### config.mk
export PLATFORM = sky130hd
export DESIGN_NAME = btb_write_scheduler
export DESIGN_NICKNAME = d
export VERILOG_FILES = /design/src/rtl/btb_write_scheduler_pkg.sv /design/src/rtl/QueuePointer.sv /design/src/rtl/btb_write_scheduler_conflict_queue.sv /design/src/rtl/btb_write_scheduler.sv
export SDC_FILE = /design/constraint.sdc
export NUM_CORES = 1
export LEC_CHECK = 0
export BUFFER_PORTS_ARGS = -buffer_cell sky130_fd_sc_hd__buf_2
export CAP_MARGIN = 20
export CELL_PAD_IN_SITES_DETAIL_PLACEMENT = 1
export CELL_PAD_IN_SITES_GLOBAL_PLACEMENT = 2
export CORE_MARGIN = 4
export CORE_UTILIZATION = 36
export DETAILED_ROUTE_END_ITERATION = 12
export PLACE_DENSITY = 0.72
export REMOVE_ABC_BUFFERS = 1
export SKIP_LAST_GASP = 1
export SLEW_MARGIN = 30
export SYNTH_ARGS = -nofsm -noshare
export SYNTH_HDL_FRONTEND = slang
export SYNTH_HIERARCHICAL = 1
export SYNTH_SLANG_ARGS = --single-unit
### constraint.sdc
create_clock -name clk -period 5.8 [get_ports clk]
set_input_delay 0.29 -clock clk [delete_from_list [all_inputs] [get_ports clk]]
set_output_delay 0.29 -clock clk [all_outputs]
set_load 0.01 [all_outputs]
### src/rtl/btb_write_scheduler_pkg.sv
// Shared fetch-unit types: scheduler FSM states, conflict-queue entry layout, BTB bank extraction.
`default_nettype none

package FetchUnitTypes;

  typedef enum logic [0:0] {
    INIT = 1'b0,
    RUN  = 1'b1
  } btb_sched_state_t;

  localparam int BTB_DEFAULT_INDEX_BITS = 10;
  localparam int BTB_DEFAULT_ENTRY_BITS = 32;

  // Entry layout for the default geometry; parameterised users declare the same shape locally.
  typedef struct packed {
    logic [BTB_DEFAULT_INDEX_BITS-1:0] index;
    logic [BTB_DEFAULT_ENTRY_BITS-1:0] data;
  } btb_queue_entry_t;

  function automatic logic [31:0] btb_bank(input logic [31:0] index, input int bank_bits);
    return index & ((32'd1 << bank_bits) - 32'd1);
  endfunction

endpackage

`default_nettype wire

### src/rtl/QueuePointer.sv
// Wrapping ring-buffer pointer for power-of-two queues.
`default_nettype none

module QueuePointer #(
  parameter int SIZE = 4,
  localparam int PTR_BITS = $clog2(SIZE)
) (
  input  logic                clk,
  input  logic                rst,
  input  logic                clear,
  input  logic                advance,
  output logic [PTR_BITS-1:0] ptr
);

  always_ff @(posedge clk or posedge rst) begin
    if (rst)          ptr <= '0;
    else if (clear)   ptr <= '0;
    else if (advance) ptr <= ptr + PTR_BITS'(1);
  end

endmodule

`default_nettype wire

### src/rtl/btb_write_scheduler_conflict_queue.sv
// FIFO holding BTB writes that lost a bank conflict; a push while full succeeds only alongside a pop.
`default_nettype none

module btb_conflict_queue #(
  parameter int  DEPTH   = 4,
  parameter type entry_t = logic,
  localparam int PTR_BITS = $clog2(DEPTH),
  localparam int CNT_BITS = $clog2(DEPTH) + 1
) (
  input  logic                clk,
  input  logic                rst,
  input  logic                flush,
  input  logic                push,
  input  logic                pop,
  input  entry_t              push_data,
  output entry_t              pop_data,
  output logic                full,
  output logic                empty,
  output logic [CNT_BITS-1:0] count
);

  entry_t               mem [DEPTH];
  logic [PTR_BITS-1:0]  head;
  logic [PTR_BITS-1:0]  tail;
  logic                 do_push;
  logic                 do_pop;

  assign full     = (count == CNT_BITS'(DEPTH));
  assign empty    = (count == '0);
  assign do_pop   = pop && !empty && !flush;
  assign do_push  = push && (!full || do_pop) && !flush;
  assign pop_data = mem[head];

  QueuePointer #(.SIZE(DEPTH)) u_head (
    .clk(clk), .rst(rst), .clear(flush), .advance(do_pop), .ptr(head)
  );

  QueuePointer #(.SIZE(DEPTH)) u_tail (
    .clk(clk), .rst(rst), .clear(flush), .advance(do_push), .ptr(tail)
  );

  always_ff @(posedge clk) begin
    if (do_push) mem[tail] <= push_data;
  end

  always_ff @(posedge clk or posedge rst) begin
    if (rst)                    count <= '0;
    else if (flush)             count <= '0;
    else if (do_push && !do_pop) count <= count + CNT_BITS'(1);
    else if (do_pop && !do_push) count <= count - CNT_BITS'(1);
  end

endmodule

`default_nettype wire

### src/rtl/btb_write_scheduler.sv
// Schedules per-port BTB write requests onto banked write ports, queueing one bank loser per cycle,
// and sweeps every entry to zero after reset or flush.
`default_nettype none

module btb_write_scheduler
  import FetchUnitTypes::*;
#(
  parameter int WRITE_NUM      = 2,
  parameter int ENTRY_NUM      = 1024,
  parameter int BANK_NUM       = 2,
  parameter int ENTRY_BIT_SIZE = 32,
  parameter int QUEUE_SIZE     = 4,
  localparam int INDEX_BITS = $clog2(ENTRY_NUM),
  localparam int QCNT_BITS  = $clog2(QUEUE_SIZE) + 1
) (
  input  logic                                     clk,
  input  logic                                     rst,
  input  logic                                     flushReq,
  input  logic [WRITE_NUM-1:0]                     reqValid,
  input  logic [WRITE_NUM-1:0][INDEX_BITS-1:0]     reqIndex,
  input  logic [WRITE_NUM-1:0][ENTRY_BIT_SIZE-1:0] reqData,
  output logic [WRITE_NUM-1:0]                     we,
  output logic [WRITE_NUM-1:0][INDEX_BITS-1:0]     wa,
  output logic [WRITE_NUM-1:0][ENTRY_BIT_SIZE-1:0] wv,
  output logic                                     initBusy,
  output logic [QCNT_BITS-1:0]                     queueCount,
  output logic [15:0]                              dropCount
);

  localparam int BANK_BITS = $clog2(BANK_NUM);
  localparam int PORT_BITS = (WRITE_NUM > 1) ? $clog2(WRITE_NUM) : 1;
  localparam int DROP_BITS = $clog2(WRITE_NUM + 1);

  typedef struct packed {
    logic [INDEX_BITS-1:0]     index;
    logic [ENTRY_BIT_SIZE-1:0] data;
  } entry_t;

  btb_sched_state_t state, state_next;
  logic [INDEX_BITS-1:0] sweep;
  logic                  sweep_last;
  logic                  active;

  logic [WRITE_NUM-1:0]  grant;
  logic                  conflict, push_req, pop, port_found, head_conflict;
  logic [PORT_BITS-1:0]  cand, pop_port;
  logic [DROP_BITS-1:0]  drop_n;
  logic [16:0]           drop_sum;
  entry_t                push_entry, q_head;
  logic                  q_full, q_empty;

  logic [WRITE_NUM-1:0]                     we_n;
  logic [WRITE_NUM-1:0][INDEX_BITS-1:0]     wa_n;
  logic [WRITE_NUM-1:0][ENTRY_BIT_SIZE-1:0] wv_n;

  assign sweep_last = (sweep == INDEX_BITS'(ENTRY_NUM - 1));
  // A flush cycle in RUN does no scheduling work; it only tears down the queue.
  assign active     = (state == RUN) && !flushReq;

  always_ff @(posedge clk or posedge rst) begin
    if (rst) begin
      state <= INIT;
      sweep <= '0;
    end else begin
      state <= state_next;
      if (state == INIT && !flushReq && !sweep_last) sweep <= sweep + INDEX_BITS'(1);
      else                                            sweep <= '0;
    end
  end

  always_comb begin
    state_next = state;
    case (state)
      INIT:    if (!flushReq && sweep_last) state_next = RUN;
      RUN:     if (flushReq) state_next = INIT;
      default: state_next = INIT;
    endcase
  end

  always_comb begin
    grant    = '0;
    push_req = 1'b0;
    cand     = '0;
    drop_n   = '0;
    conflict = 1'b0;
    for (int i = 0; i < WRITE_NUM; i++) begin
      conflict = 1'b0;
      for (int j = 0; j < WRITE_NUM; j++) begin
        if (j < i && grant[j] &&
            btb_bank(32'(reqIndex[j]), BANK_BITS) == btb_bank(32'(reqIndex[i]), BANK_BITS))
          conflict = 1'b1;
      end
      if (active && reqValid[i]) begin
        if (!conflict) begin
          grant[i] = 1'b1;
        end else if (!push_req) begin
          push_req = 1'b1;
          cand     = PORT_BITS'(i);
        end else begin
          drop_n = drop_n + DROP_BITS'(1);
        end
      end
    end

    // The queue head only takes a port and bank that no direct grant wants.
    port_found    = 1'b0;
    pop_port      = '0;
    head_conflict = 1'b0;
    for (int i = 0; i < WRITE_NUM; i++) begin
      if (grant[i] &&
          btb_bank(32'(reqIndex[i]), BANK_BITS) == btb_bank(32'(q_head.index), BANK_BITS))
        head_conflict = 1'b1;
      if (!grant[i] && !port_found) begin
        port_found = 1'b1;
        pop_port   = PORT_BITS'(i);
      end
    end
    pop = active && !q_empty && port_found && !head_conflict;
    if (push_req && q_full && !pop) drop_n = drop_n + DROP_BITS'(1);

    we_n = '0;
    wa_n = wa;
    wv_n = wv;
    if (state == INIT) begin
      we_n[0] = 1'b1;
      wa_n[0] = sweep;
      wv_n[0] = '0;
    end else begin
      for (int i = 0; i < WRITE_NUM; i++) begin
        if (grant[i]) begin
          we_n[i] = 1'b1;
          wa_n[i] = reqIndex[i];
          wv_n[i] = reqData[i];
        end else if (pop && pop_port == PORT_BITS'(i)) begin
          we_n[i] = 1'b1;
          wa_n[i] = q_head.index;
          wv_n[i] = q_head.data;
        end
      end
    end
  end

  assign push_entry = '{index: reqIndex[cand], data: reqData[cand]};
  assign drop_sum   = {1'b0, dropCount} + 17'(drop_n);

  btb_conflict_queue #(.DEPTH(QUEUE_SIZE), .entry_t(entry_t)) u_queue (
    .clk(clk), .rst(rst), .flush(flushReq),
    .push(push_req), .pop(pop),
    .push_data(push_entry), .pop_data(q_head),
    .full(q_full), .empty(q_empty), .count(queueCount)
  );

  always_ff @(posedge clk or posedge rst) begin
    if (rst) begin
      we        <= '0;
      wa        <= '0;
      wv        <= '0;
      initBusy  <= 1'b1;
      dropCount <= '0;
    end else begin
      we        <= we_n;
      wa        <= wa_n;
      wv        <= wv_n;
      initBusy  <= (state == INIT);
      dropCount <= drop_sum[16] ? 16'hFFFF : drop_sum[15:0];
    end
  end

endmodule

`default_nettype wire

Word-level counts from Yosys, hierarchy flattened:

Memory sizes are Yosys's and may differ from the RTL's.
Index checks and enable logic that the tools add are counted.

* register bits: 121
* RAM bits: 168
* input bits: 89
* output and inout port bits: 106
* word-level logic and storage cells: 113
* memories: 1

* add/sub/neg operators: 6
* order comparisons: 1
* equality and inequality tests: 6
* muxes and demuxes: 46
* bitwise operators: 2
* reduce and logical (&&, ||, !) cells: 39

Memories
* u_queue.mem: words 4, bits a word 42, rd ports 1, clocked after Yosys merged registers in 0, write ports 1, line btb_write_scheduler_conflict_queue.sv:22 `entry_t mem [DEPTH];`

Operator list (number)
* 32-bit two-way mux: 7
* 10-bit two-way mux: 8
* 1-bit logical AND: 23
* 1-bit two-way mux: 22
* 16-bit by 2-bit adder with 17-bit output: 1
* 16-bit two-way mux: 1
* 10-bit by 1-bit adder with 10-bit output (second input constant): 1
* 10-bit == test (second input constant): 1
* 1-bit logical NOT: 9
* 3-bit two-way mux: 3
* 2-bit two-way mux: 4
* 2-bit nonzero test: 3
* 2-bit by 1-bit adder with 2-bit output (second input constant): 2
* 3-bit by 1-bit adder with 3-bit output (second input constant): 1
* 1-bit == test: 3
* 3-bit == test (second input constant): 1
* 3-bit logical NOT: 1
* 3-bit by 1-bit inequality test with 1-bit output (second input constant): 1
* 3-bit nonzero test: 1
* 3-bit by 1-bit subtractor with 3-bit output (second input constant): 1
* 1-bit by 2-bit < comparator with 1-bit output (second input constant): 1
* 1-bit NOT: 2
* 1-bit one-hot mux with 2 select lines: 1
* 2-bit AND reduction: 1
* 1-bit logical OR: 1

Logic depth before layout (Yosys ltp):

Gate-level depths: netlist (run 1).

* depth after elaboration: 23
* depth in mapped cells: 17
* depth with buffers taken out: 13

Cells and area by module:

Netlist (run 1), hierarchy kept.

By module, submodules not included
* btb_conflict_queue: instances 1, cells an instance 259, area each 6354.8 µm², seq. area each 5119.9 µm²
* btb_write_scheduler: instances 1, cells an instance 624, area each 6342.3 µm², seq. area each 2854.0 µm²
* QueuePointer: instances 2, cells an instance 8, area each 92.6 µm², seq. area each 50.0 µm²

Least setup slack after synthesis (run 1):

OpenSTA, ideal clock, no wires.

* path type: reg-to-reg
* from: register u_queue.u_head.ptr[0]
* to: memory u_queue/mem[1][0] in the netlist's numbering, enable pin
* library setup time: 0.502 ns
* data arrival time: 5.724 ns
* data required time: 5.298 ns
* path slack: -0.426 ns
* cell stages (with the launch flop): 12
* cells stage by stage: dfrtp_1 buf_2 buf_4 mux4_2 xnor2_1 a211o_1 or2_1 buf_6 buf_6 inv_1 o21ai_2 nor3b_1

RTL lines
* start: declaration: line QueuePointer.sv:12 `output logic [PTR_BITS-1:0] ptr`
* start signal: assignment: line QueuePointer.sv:18 `else if (advance) ptr <= ptr + PTR_BITS'(1);`
* end: declaration: line btb_write_scheduler_conflict_queue.sv:22

==> flow_summary.json, run 1 <==
{
  "grt_max_degree": 83,
  "yosysTopAreaCell": "edfxtp_1",
  "fp.dieH_microns": 197,
  "rr_endpoint": "dropCount[2]$_DFF_PP0_",
  "cp_cell_sequence": "mux4_2 > xnor2_1 > a211o_2 > or2_2 > buf_4 > and3_1 > ha_1 > nand2_1 > nor4_4 > nand4_1 > o21ai_0",
  "finalInstanceArea_sq_um": 15400,
  "fin_crit_ns": 4.69,
  "synthTopCellsByCount": "168 x edfxtp_1, 120 x dfrtp_1, 66 x nor2_1",
  "cp.depth": 11,
  "dp.final_hpwl_mm": 22.1,
  "synth_cell_type_count": 59,
  "postRouteAntennaNets": 0,
  "antenna_found_initial": 1,
  "placed_cells": 1505,
  "dpl_worst_slack_ns": 1.07,
  "clkLatencyLatePin_ns": 0.51,
  "drt-initial-drc-count": 413,
  "critPathCaptureType": "flip-flop",
  "globalRouteTotalUtil_pct": 18.1,
  "max-cap-violations": 0,
  "startpoint_type": "flip-flop",
  "yosysMostFrequentCell": "edfxtp_1",
  "setup_violations": 0,
  "clock-sinks": 289,
  "cts_tree": "yes",
  "slew_violations": 0,
  "max_freq_ghz": 0.213,
  "crit_family": "simple AND/OR/NAND/NOR gates",
  "fin_setup_tns_ns": 0,
  "critPathMaxFanout": 33,
  "wirelength_mm": 35.1,
  "nets": 1177,
  "worst-r2r-setup-slack_ns": 1.11,
  "post_cts_buffers": 0,
  "rows": 69,
  "clockRootBuffer": "clkbuf_16",
  "clk_pin_slew_worst_paths_ns": 0.06,
  "syn_inst": 899,
  "die_area_sq_um": 38900,
  "final_util_pct": 43.6,
  "hp-start": "reqData[0]",
  "syn_area_sq_um": 12900,
  "min_period_over_period_pct": 80.8,
  "cp.required_ns": 6.20,
  "syn2layout_area_growth_pct": 19.8,
  "hold_class": "input port to flip-flop",
  "tightest_slew_ns": 0.940,
  "whs_endpoint": "wv[0]$_DFFE_PP0P_",
  "wl_per_cell_microns": 22.3,
  "vias_per_cell": 5.30,
  "final_cells": 1572,
  "clock_skew_ns": 0.0184,
  "drt_pre_antenna_iters": 4,
  "worstHoldPathCells": 3,
  "synth.avg_cell_area_sq_um": 14.3,
  "p_leak_nw": 6.00,
  "die_x_microns": 197,
  "outcome": "complete, no violations",
  "whs_ns": 0.0194,
  "synth_area_leaders": "edfxtp_1 39%, dfrtp_1 23%, mux4_2 7.3%",
  "overflow": 0,
  "drive_above_1_share_pct": 36.7,
  "power.density_nw_per_um2": 295,
  "grt_pass1_vias": 9088,
  "cts_max_path_buffers": 3,
  "reg2regPathDepth": 11,
  "yosysWarnings": 6,
  "peakVddDrop_mv": 0.159,
  "ctsResizeCount": 0,
  "coreArea_sq_um": 35400,
  "hold_viol_final": 0,
  "crit_arrival_ns": 5.09,
  "htree_levels": 2,
  "setup_ws_ns": 1.11,
  "ioPinCount": 195,
  "place_area_sq_um": 14300,
  "rsz0062_at_grt": "no",
  "drc_errors": 0,
  "critPathMaxStageDelay_ns": 0.73,
  "place_congestion": 0.727,
  "synthDominantCellAreaShare_pct": 39.2,
  "slowest_stage": "a211o_2",
  "synth_edf_count": 168,
  "dr_total_vias": 8337,
  "synth_top_flop_cell": "edfxtp_1",
  "async_reset_ff_share_pct": 41.9,
  "cts_buffers": 34,
  "grt_pass1_wl_mm": 55.1,
  "maxSlewHeadroom_pct": 37.4,
  "crit_buf_inv": 1,
  "totalPowerFinal_mw": 4.55,
  "portBuffers": 194,
  "initial_utilization_pct": 36.4,
  "r2r_start": "u_queue/u_head/ptr[0]$_DFFE_PP0P_",
  "seq_area_frac_synth_pct": 62.7,
  "path_class": "flip-flop to flip-flop",
  "synth-seq-cells": 289
}
[what timing repair did]
| action | CTS | global route |
|---|---|---|
| endpoints found under the hold margin | 10 | 0 |
| endpoints found under the setup margin | 0 | 0 |
| hold buffers | 4 | 0 |
[layer usage]
metal  GRT usage, %  up-vias  part of all wire (%)  routed length (microns)
li1               -     3829                     -                        -
met1           25.2     4293                    45                    15800
met2           30.1      163                    49                    17300
met3           2.52       52                   3.4                     1200
met4           4.62        0                   2.2                      781
met5              0        -                     0                        0
[tightest hold or removal path: cells and delay by family]
family | cells | cell delay, ns
compound gates | 1 | 0.06
buf+inv | 1 | 0.08
simple gates | 1 | 0.06
[flip-flops by register name, summed over array words and instances (netlist names)]
name	cells
wa	20
u_queue/u_head/ptr	2
initBusy	1
sweep	10
u_queue/mem	168
u_queue/count	3
we	2
dropCount	16
u_queue/u_tail/ptr	2
state	1
wv	64
[report_power, final]
group          total, mW  internal (mW)  leakage (nW)  switching, mW
clock network       2.08           1.23         0.543          0.854
logic              0.220         0.0956          2.33          0.125
registers           2.25           2.22          3.13         0.0274
total               4.55           3.55          6.00           1.01
[cells by family after synthesis]
| logic type | synth area share, % |
|---|---|
| buffers and inverters | 2.89 |
| XOR/XNOR | 1.56 |
| AO/OA/AOI/OAI | 9.61 |
| AND/OR/NAND/NOR | 7.76 |
| adder cells (fa/ha/maj) | 0.447 |
| flip-flops | 62.7 |
| multiplexers | 15.1 |
[how the worst max path moves through the flow]
stage / from / to / slack (ns)
detailed placement: u_queue/u_head/ptr[0]$_DFFE_PP0P_ / dropCount[3]$_DFF_PP0_ / 1.07
floorplan: state$_DFF_PP0_ / wa[10]$_DFFE_PP0P_ / -2.51
global route: u_queue/u_head/ptr[0]$_DFFE_PP0P_ / dropCount[3]$_DFF_PP0_ / 0.84
global placement: u_queue/u_head/ptr[0]$_DFFE_PP0P_ / dropCount[2]$_DFF_PP0_ / 1.27
finish: u_queue/u_head/ptr[0]$_DFFE_PP0P_ / dropCount[2]$_DFF_PP0_ / 1.11
CTS: u_queue/u_head/ptr[0]$_DFFE_PP0P_ / dropCount[2]$_DFF_PP0_ / 1.05
[layout by cell type (no fill, tap or decap), drive strengths merged, types with 3 or more instances in the layout]
master / instances
a211o: 3
a21oi: 49
a31oi: 3
and3: 7
buf: 210
clkbuf: 47
clkinv: 9
dfrtp: 120
dlygate4sd3: 4
edfxtp: 168
ha: 3
inv: 19
mux2: 50
mux2i: 43
mux4: 42
nand2: 56
nand2b: 5
nand3: 40
nand3b: 4
nand4: 6
nor2: 66
nor2b: 5
nor3: 10
o2111ai: 32
o211ai: 33
o21ai: 14
o2bb2ai: 9
xnor2: 14
xor2: 9
[final cells by class]
| cell class | count | area [sq um] |
|---|---|---|
| Fill cell | 3638 | 20000 |
| Sequential cell | 289 | 8080 |
| Multi-Input combinational cell | 530 | 4480 |
| Timing Repair Buffer | 214 | 1130 |
| Clock buffer | 47 | 970 |
| Tap cell | 461 | 577 |
| Clock inverter | 15 | 134 |
| Inverter | 15 | 61.3 |
| Antenna cell | 1 | 2.50 |
Note: power is estimated with default switching activity, not from simulation.
==> run 2: changes to the inputs <==
- CORE_UTILIZATION: 36 -> 40
- PLACE_DENSITY: 0.72 -> 0.76
- clock period: 5.8 -> 4.9 ns (I/O delays scaled with it)
==> run 2 against run 1 <==
  * Maximum frequency rose by 14%
  * Register-to-register slack worse by 0.32 ns
  * Utilization is 6.0 points higher
==> flow_summary.json, run 2 (synthesis results as in run 1) <==
{
  "power.density_nw_per_um2": 341,
  "vias_per_cell": 5.54,
  "clkLatencyLatePin_ns": 0.50,
  "cts_hold_buf": 36,
  "most-common-layout-cells": "194 x buf_2, 168 x edfxtp_1, 117 x dfrtp_1",
  "hold_viol_final": 0,
  "clock-sinks": 289,
  "rsz0062_at_grt": "no",
  "grt_pass1_wl_mm": 55.7,
  "ioPinCount": 195,
  "nets": 1215,
  "top_regs": "u_queue/mem x168, wv x64, wa x20",
  "drt-initial-drc-count": 500,
  "worst-r2r-setup-slack_ns": 0.80,
  "min_period_over_period_pct": 83.8,
  "antenna_found_initial": 0,
  "cts_buffers": 34,
  "critPathCaptureType": "flip-flop",
  "cts_tree": "yes",
  "final_util_pct": 49.6,
  "coreArea_sq_um": 31600,
  "wirelength_mm": 35.3,
  "regMostFlops": "u_queue/mem",
  "cp.required_ns": 5.30,
  "drt_pre_antenna_iters": 5,
  "hold_class": "input port to flip-flop",
  "htree_levels": 2,
  "postRouteAntennaNets": 0,
  "setup_violations": 0,
  "wl_per_cell_microns": 22.8,
  "maxSlewHeadroom_pct": 48.4,
  "rows": 65,
  "die_area_sq_um": 35100,
  "fin_setup_tns_ns": 0,
  "portBuffers": 194,
  "largest_reg_flops": 168,
  "outcome": "complete, no violations",
  "clk_pin_slew_worst_paths_ns": 0.06,
  "final_common_cell": "buf_2",
  "grt_max_degree": 83,
  "drc_errors": 0,
  "die_x_microns": 187,
  "peakVddDrop_mv": 0.218,
  "overflow": 0,
  "post_cts_buffers": 0,
  "n_antenna_cell": 0,
  "drive_above_1_share_pct": 35.1,
  "syn2layout_area_growth_pct": 21.9,
  "path_class": "flip-flop to flip-flop",
  "dp.final_hpwl_mm": 22.1,
  "globalRouteTotalUtil_pct": 20.1,
  "crit_arrival_ns": 4.51,
  "place_congestion": 0.750,
  "critPathMaxFanout": 33,
  "fillCellCount": 3172,
  "cts_max_path_buffers": 3,
  "max-cap-violations": 0,
  "p_leak_nw": 6.16,
  "startpoint_type": "flip-flop",
  "clockRootBuffer": "clkbuf_16",
  "initial_utilization_pct": 40.7,
  "ctsResizeCount": 0,
  "tightest_slew_ns": 0.774,
  "max_freq_ghz": 0.244,
  "reg2regPathDepth": 11,
  "fp.dieH_microns": 187,
  "slew_violations": 0,
  "clock_skew_ns": 0.0168,
  "worstHoldPathCells": 3,
  "grt_pass1_vias": 9481,
  "dr_total_vias": 8582,
  "fin_crit_ns": 4.10
}
==> run 2: changes by cell type in the layout (fill, tap and decap cells not counted), sizes merged, moves of 3 or more <==
cell,previous run,this run
buf,210,216
clkbuf,47,52
clkinv,9,6
dlygate4sd3,4,36
inv,19,16
==> run 2: layout make-up <==
type | count | area (sq um) | area share [%]
repair buffers | 252 | 1530 | 9.74
flip-flops and latches | 289 | 8080 | 51.5
clock buffers | 52 | 950 | 6.05
inverters | 15 | 58.8 | 0.375
clock inverters | 9 | 98.8 | 0.630
multi-input cells | 530 | 4480 | 28.5
well taps | 402 | 503 | 3.20
==> run 2: where the power goes <==
| part | internal, mW | switching, mW |
|---|---|---|
| registers | 2.63 | 0.0308 |
| logic | 0.130 | 0.152 |
| clock network | 1.44 | 0.968 |
==> run 2: per-stage QoR <==
step,setup slack (ns),area [sq um],cells,power [mW],hold slack (ns)
floorplan,-3.41,12600,834,2.83,-0.0138
global placement,0.989,14300,1451,2.97,0.186
detailed placement,0.871,14300,1452,2.98,0.188
CTS,0.800,15700,1549,5.41,0.00151
global route,0.434,15700,1549,5.55,0.0160
finish,0.795,15700,1549,5.36,0.00654
==> run 2: layer usage <==
metal  vias to the layer above  global-route usage (%)  share of wire, %
li1                       3891                       -                 -
met1                      4397                    26.8                43
met2                       244                    34.7                50
met3                        50                    3.49               5.1
met4                         0                    4.55               1.9
met5                         -                       0                 0
==> run 2: worst paths after layout <==
kind / start / to
hold reg to reg: dropCount[15]$_DFF_PP0_ / dropCount[15]$_DFF_PP0_
setup reg to reg: u_queue/u_head/ptr[0]$_DFFE_PP0P_ / dropCount[3]$_DFF_PP0_
max in group asynchronous: rst / state$_DFF_PP0_
min in group asynchronous: rst / u_queue/u_tail/ptr[1]$_DFFE_PP0P_
hold / removal: reqData[30] / wv[30]$_DFFE_PP0P_
setup / recovery: u_queue/u_head/ptr[0]$_DFFE_PP0P_ / dropCount[3]$_DFF_PP0_
==> run 2: worst max-delay path: stages, from the launching register on <==
cell and delay [ns]:
dfrtp_4 0.42, mux4_2 0.57, xnor2_1 0.32, a211o_1 0.19
or2_2 0.11, buf_4 0.55, and3_1 0.29, ha_1 0.22
nand2_1 0.11, nor4_4 0.43, nand4_1 0.54, o21ai_0 0.24
